$ cat src/rtl/mod_n_updown_counter_if.sv
// Control/status bundle for the modulo-N up/down counter.
// The master drives the count controls; the slave (the counter) returns q, tc and load_err.
interface mod_n_updown_counter_if #(
  parameter int WIDTH = 3
);
  logic             en;
  logic             up_dn;
  logic             load;
  logic [WIDTH-1:0] load_val;
  logic [WIDTH-1:0] q;
  logic             tc;
  logic             load_err;

  modport master (
    output en, up_dn, load, load_val,
    input  q, tc, load_err
  );

  modport slave (
    input  en, up_dn, load, load_val,
    output q, tc, load_err
  );
endinterface

$ cat src/rtl/mod_n_updown_counter.sv
// Synchronous modulo-N up/down counter with parallel load, terminal count and a sticky
// out-of-range-load flag. Edge priority is rst > load > en > hold.
module mod_n_updown_counter #(
  parameter int N     = 6,
  parameter int WIDTH = 3
) (
  input logic                   clk,
  input logic                   rst,
  mod_n_updown_counter_if.slave bus
);

  localparam logic [WIDTH-1:0] MAX_VAL = WIDTH'(N - 1);

  logic [WIDTH-1:0] q_r;
  logic [WIDTH-1:0] q_next;
  logic             err_r;
  logic             err_next;
  logic             at_max;
  logic             at_min;
  logic             load_ok;
  logic [WIDTH-1:0] q_inc;
  logic [WIDTH-1:0] q_dec;

  assign at_max  = (q_r == MAX_VAL);
  assign at_min  = (q_r == '0);
  assign load_ok = (bus.load_val <= MAX_VAL);

  // Wrap is an explicit boundary compare, so results match for any N, including N == 2**WIDTH.
  assign q_inc = at_max ? '0 : q_r + WIDTH'(1);
  assign q_dec = at_min ? MAX_VAL : q_r - WIDTH'(1);

  always_comb begin
    q_next   = q_r;
    err_next = err_r;
    if (bus.load) begin
      if (load_ok) q_next = bus.load_val;
      else         err_next = 1'b1;
    end else if (bus.en) begin
      q_next = bus.up_dn ? q_inc : q_dec;
    end
  end

  always_ff @(posedge clk) begin
    if (rst) begin
      q_r   <= '0;
      err_r <= 1'b0;
    end else begin
      q_r   <= q_next;
      err_r <= err_next;
    end
  end

  // tc is deliberately not gated by load; cascades treat load as an override at every stage.
  assign bus.tc       = bus.en & ((bus.up_dn & at_max) | (~bus.up_dn & at_min));
  assign bus.q        = q_r;
  assign bus.load_err = err_r;

endmodule

$ cat src/flat_wrapper.sv
// flat-port wrapper written by rule: the top's interface ports become plain ports
module mod_n_updown_counter_flat 
#(
  parameter int N     = 6,
  parameter int WIDTH = 3
)
  (clk, rst, bus_en, bus_up_dn, bus_load, bus_load_val, bus_q, bus_tc, bus_load_err);
  mod_n_updown_counter_if #(.WIDTH(WIDTH)) bus_i ();
  input logic clk;
  input logic rst;
  input wire logic [$bits(bus_i.en)-1:0] bus_en;
  input wire logic [$bits(bus_i.up_dn)-1:0] bus_up_dn;
  input wire logic [$bits(bus_i.load)-1:0] bus_load;
  input wire logic [$bits(bus_i.load_val)-1:0] bus_load_val;
  output wire logic [$bits(bus_i.q)-1:0] bus_q;
  output wire logic [$bits(bus_i.tc)-1:0] bus_tc;
  output wire logic [$bits(bus_i.load_err)-1:0] bus_load_err;
  assign bus_i.en = bus_en;
  assign bus_i.up_dn = bus_up_dn;
  assign bus_i.load = bus_load;
  assign bus_i.load_val = bus_load_val;
  assign bus_q = bus_i.q;
  assign bus_tc = bus_i.tc;
  assign bus_load_err = bus_i.load_err;
  mod_n_updown_counter #(.N(N), .WIDTH(WIDTH)) u_core (.clk(clk), .rst(rst), .bus(bus_i));
endmodule
$ cat config.mk
export PLATFORM = sky130hd
export DESIGN_NAME = mod_n_updown_counter_flat
export DESIGN_NICKNAME = d
export VERILOG_FILES = /design/src/rtl/mod_n_updown_counter_if.sv /design/src/rtl/mod_n_updown_counter.sv /design/src/flat_wrapper.sv
export SDC_FILE = /design/constraint.sdc
export NUM_CORES = 1
export LEC_CHECK = 0
export BUFFER_PORTS_ARGS = -buffer_cell sky130_fd_sc_hd__buf_2
export CORE_AREA = 2 2 39 41
export CTS_CLUSTER_DIAMETER = 80
export DETAILED_ROUTE_END_ITERATION = 6
export DIE_AREA = 0 0 41 43
export PLACE_DENSITY_LB_ADDON = 0.08
export RECOVER_POWER = 25
export SLEW_MARGIN = 20
export SYNTH_ARGS = -nofsm -noshare
export SYNTH_HDL_FRONTEND = slang
export SYNTH_SLANG_ARGS = --single-unit
$ cat constraint.sdc
create_clock -name clk -period 1.9 [get_ports clk]
set_clock_uncertainty 0.1 [all_clocks]
set_input_delay 0.19 -clock clk [delete_from_list [all_inputs] [get_ports clk]]
set_output_delay 0.19 -clock clk [all_outputs]
set_load 0.1 [all_outputs]
; Word-level counts from Yosys, hierarchy flattened
; Index checks and enable logic that the tools add are counted.
[word_totals]
in_bits = 8
out_inout_bits = 5
regBits = 4
wordCells = 23
[op_classes]
order_cmp = 1
n_reduce_logical = 4
n_mux = 6
addsub = 2
n_eq_ne = 2
bitwise_logic = 6
[ops]
columns = op, count
row1 = $mux W3, 6
row2 = $reduce_and A2 Y1, 2
row3 = $add A3 B1 Y3 const B, 1
row4 = $and A1 B1 Y1, 3
row5 = $eq A3 B3 Y1 const B, 1
row6 = $le A3 B3 Y1 const B, 1
row7 = $logic_not A3 Y1, 1
row8 = $sub A3 B1 Y3 const B, 1
row9 = $ne A2 B1 Y1 const B, 1
row10 = $not A1 Y1, 2
row11 = $reduce_bool A2 Y1, 1
row12 = $or A1 B1 Y1, 1

; Longest topological paths before layout
[logic_depth]
ltp_word = 5
depth_mapped = 4
ltp_nobuf = 3

; Least setup slack after synthesis
; Ideal clock, no wire load.
[synth_path]
kind = flip-flop to output port
start = reg u_core.q_r[0], in the netlist u_core.bus.q[0]
end = out bus_tc
arrival_ns = 2.814
slack_ns = -1.204
stages_incl_launch_ff = 4
n_path_buf = 1
t_required_ns = 1.610
cell_sequence = dfxtp_1 -> buf_2 -> nand3_1 -> a21oi_1
[synth_between]
elab_chain_len = 4
word_cells_on_any_way = 6
cone_classes = eq/ne: 1 / bitwise: 4 / reduce/logical: 1
[synth_lines]
columns = element, line_no
row1 = "start, declared", mod_n_updown_counter.sv:14  ; logic [WIDTH-1:0] q_r;
row2 = "start signal, assigned", mod_n_updown_counter.sv:48  ; q_r <= q_next;
row3 = $eq A3 B3 Y1 / $logic_not A3 Y1 (equally long branches), "mod_n_updown_counter.sv:24, mod_n_updown_counter.sv:25"
row4 = $and A1 B1 Y1, mod_n_updown_counter.sv:54  ; assign bus.tc = bus.en & ((bus.up_dn & at_max) | (~bus.up_dn & at_min));
row5 = $or A1 B1 Y1 *, mod_n_updown_counter.sv:54
row6 = $and A1 B1 Y1 *, mod_n_updown_counter.sv:54
row7 = "end, declared", flat_wrapper.sv:16  ; output wire logic [$bits(bus_i.tc)-1:0] bus_tc;
; Every way passes the cells marked *; elsewhere a longest branch is shown, timed or not.

; Worst setup path after layout
; Same ends and word-level chain as after synthesis.

==> metrics <==
status complete, no violations; via count of the first global-routing pass 324; drt pass-1 iters 1; Pint 0.205 mW; reg-to-reg endpoint u_core.bus.q[2]; first-pass GRT wire length 1.25 mm; H-tree levels 1; Setup TNS 0 ps; Distinct cells, synth 24; TritonCTS buffer count 3; Final Cycle Share 87.5%; Setup crit start kind flop; DP Wirelength 603 um; CTS Sinks 4; number of nets in the layout 62; placed cells 65; GRT Total Usage 10.5%; CP endpoint kind output pin; average size of a mapped cell 7.73 um^2; crit-path max cell delay 410 ps; number of diodes 0; combinational share of power 35.1%; die area 1760 um^2; NetSw 0.131 mW; CP max stage cell or3_1; Pins Over Slew Limit 0; post-layout min period 1660 ps; YS warnings 0; power per cell area 785 nW/um^2; Peak VDD IR 0.315 mV; f_max 602 MHz; IO Port Bufs 12; setup bufs post-CTS 0; Finish-stage setup viols 0; DR vias/cell 4.88; cell area after synthesis 309 um^2; chip width 41 um; Worst Hold Endpoint u_core.bus.q[0]; DRC Markers 0; via count 337; global route overflow 0; Mapped Nets 48; final wirelength 744 um; min-delay src rst; Ports 13; clock buffer depth 2; Min-Delay Path Class in -> reg; DR iter-0 viols 0; pin count of the biggest net entering global routing 13; sequential cell area fraction in the yosys report 25.9%; fin cells 69; Rel. slew slack 67.8%; CTS tree done; unrepaired setup endpoints after global routing false; Die H 43 um; Fin. Hold Viols 0; cts hold-fix bufs 0; clock share of power 34.5%; Max FO, Critical Path 12; WP data arrival 1370 ps; Initial Utilization 22.3%; Pwr Total 0.336 mW; Register-to-Register Path Depth 3; Largest delay share family, worst path simple AND/OR/NAND/NOR gates; Worst Path Buf+Inv 1; Hold Path Depth 2; Worst Tran Pin Value 486 ps; FF-to-FF Start u_core.bus.q[2]; Clock transition at path regs 40 ps; Sequential Power Share 30.5%; cts repair resizes 0; WL/cell 10.8 um; Core ar. 1380 um^2; max-cap check violation count 0; Cells after Synth 40; Rows 14; Setup CP Type reg -> out; Req. time, crit path 1610 ps; sw frac 39.0%; Critical Path, Cell by Cell or3_1 > a21oi_4 > buf_12; gpl congestion 0.685; synth-to-layout area growth 38.5%; #FFs+latches synth 4; LEAKAGE 0.185 nW; clk_lat worst skew 240 ps; slack of the worst reg-to-reg path 590 ps; initial antenna violation count 0; layout cells sized above 1 34.0%; Root Buffer clkbuf_4; Routed Antenna Nets 0
==> worst register-to-register path, cell delays in order (launching register included) <==
cell and delay [ps]:
dfxtp_4 380, and4b_1 200, a311o_1 260, o221a_1 250
==> sequential cells by signal (all words and copies together), names as in the netlist <==
name	cells
u_core.bus.load_err	1
u_core.bus.q	3
==> per-stage QoR <==
| step | util [%] | instance area, um^2 | setup WS (ps) | hold slack [ps] |
|---|---|---|---|---|
| floorplan | - | 334 | 20.1 | 149 |
| global placement | 29.0 | 402 | 495 | 298 |
| detailed placement | 29.0 | 402 | 485 | 298 |
| CTS | 30.9 | 428 | 219 | 37.8 |
| global route | 30.9 | 428 | 171 | 42.1 |
| finish | 30.9 | 428 | 238 | 49.0 |
==> cell usage after synthesis <==
cell type | n | area share [%]
a21oi_1 | 6 | 9.7
a22oi_1 | 1 | 2.4
a311o_1 | 1 | 3.2
a31oi_1 | 1 | 2.0
and3_1 | 1 | 2.0
and4b_1 | 1 | 3.2
buf_2 | 2 | 3.2
buf_6 | 1 | 3.6
dfxtp_1 | 4 | 26
inv_1 | 2 | 2.4
nand2_1 | 1 | 1.2
nand2b_1 | 2 | 4.0
nand3_1 | 1 | 1.6
nand3b_1 | 1 | 2.4
nor2_1 | 4 | 4.9
nor2b_1 | 1 | 2.0
nor3b_1 | 1 | 2.4
o21ai_0 | 1 | 1.6
o221a_1 | 1 | 3.6
o311a_1 | 1 | 3.2
or2b_1 | 1 | 2.4
or3_1 | 2 | 4.0
or3b_1 | 2 | 5.7
xor2_1 | 1 | 2.8
==> layer usage <==
metal | GRT usage, % | vias up | part of all wire [%] | routed length, um
met1 | 11.9 | 151 | 42 | 312
met5 | 0 | - | 0 | 0
met3 | 5.24 | 2 | 7.1 | 53
li1 | - | 170 | - | -
met4 | 6.00 | 0 | 2.3 | 17
met2 | 15.3 | 14 | 49 | 362
==> cell type report <==
| cell class | instances | area (um^2) |
|---|---|---|
| inverter | 2 | 7.51 |
| sequential | 4 | 87.6 |
| timing repair buffer | 12 | 75.1 |
| clock buffer | 4 | 26.3 |
| fill | 156 | 956 |
| multi-input combinational | 31 | 211 |
| tap | 16 | 20.0 |
==> logic make-up after synthesis <==
| logic type | Yosys count | share of synthesized area, % |
|---|---|---|
| compound gates | 12 | 25.9 |
| xor+xnor | 1 | 2.83 |
| buf+inv | 5 | 9.31 |
| flops | 4 | 25.9 |
| simple gates | 18 | 36.0 |
==> power by group through the flow <==
stage / combinational (mW) / sequential [mW] / clock [mW]
floorplan: 0.0581 / 0.141 / 0
global placement: 0.118 / 0.103 / 0
detailed placement: 0.119 / 0.104 / 0
CTS: 0.119 / 0.102 / 0.123
global route: 0.124 / 0.104 / 0.133
finish: 0.118 / 0.102 / 0.116
==> placed cells by master (no fill, tap or decap), drive strengths merged, types with 2 or more instances in the layout <==
cell	count
clkbuf	4
or3b	2
inv	2
a21oi	6
dfxtp	4
nand2b	2
nor2	4
or3	2
buf	12
==> worst max-delay path by stage <==
stage                    startpoint  endpoint  slack, ps  cells after the start
finish              u_core.bus.q[0]    bus_tc        240                      3
global route        u_core.bus.q[0]    bus_tc        170                      3
CTS                 u_core.bus.q[0]    bus_tc        220                      3
detailed placement  u_core.bus.q[0]    bus_tc        490                      3
global placement    u_core.bus.q[0]    bus_tc        490                      3
floorplan           u_core.bus.q[0]    bus_tc         20                      3
Power figures use the tool's default switching activity.
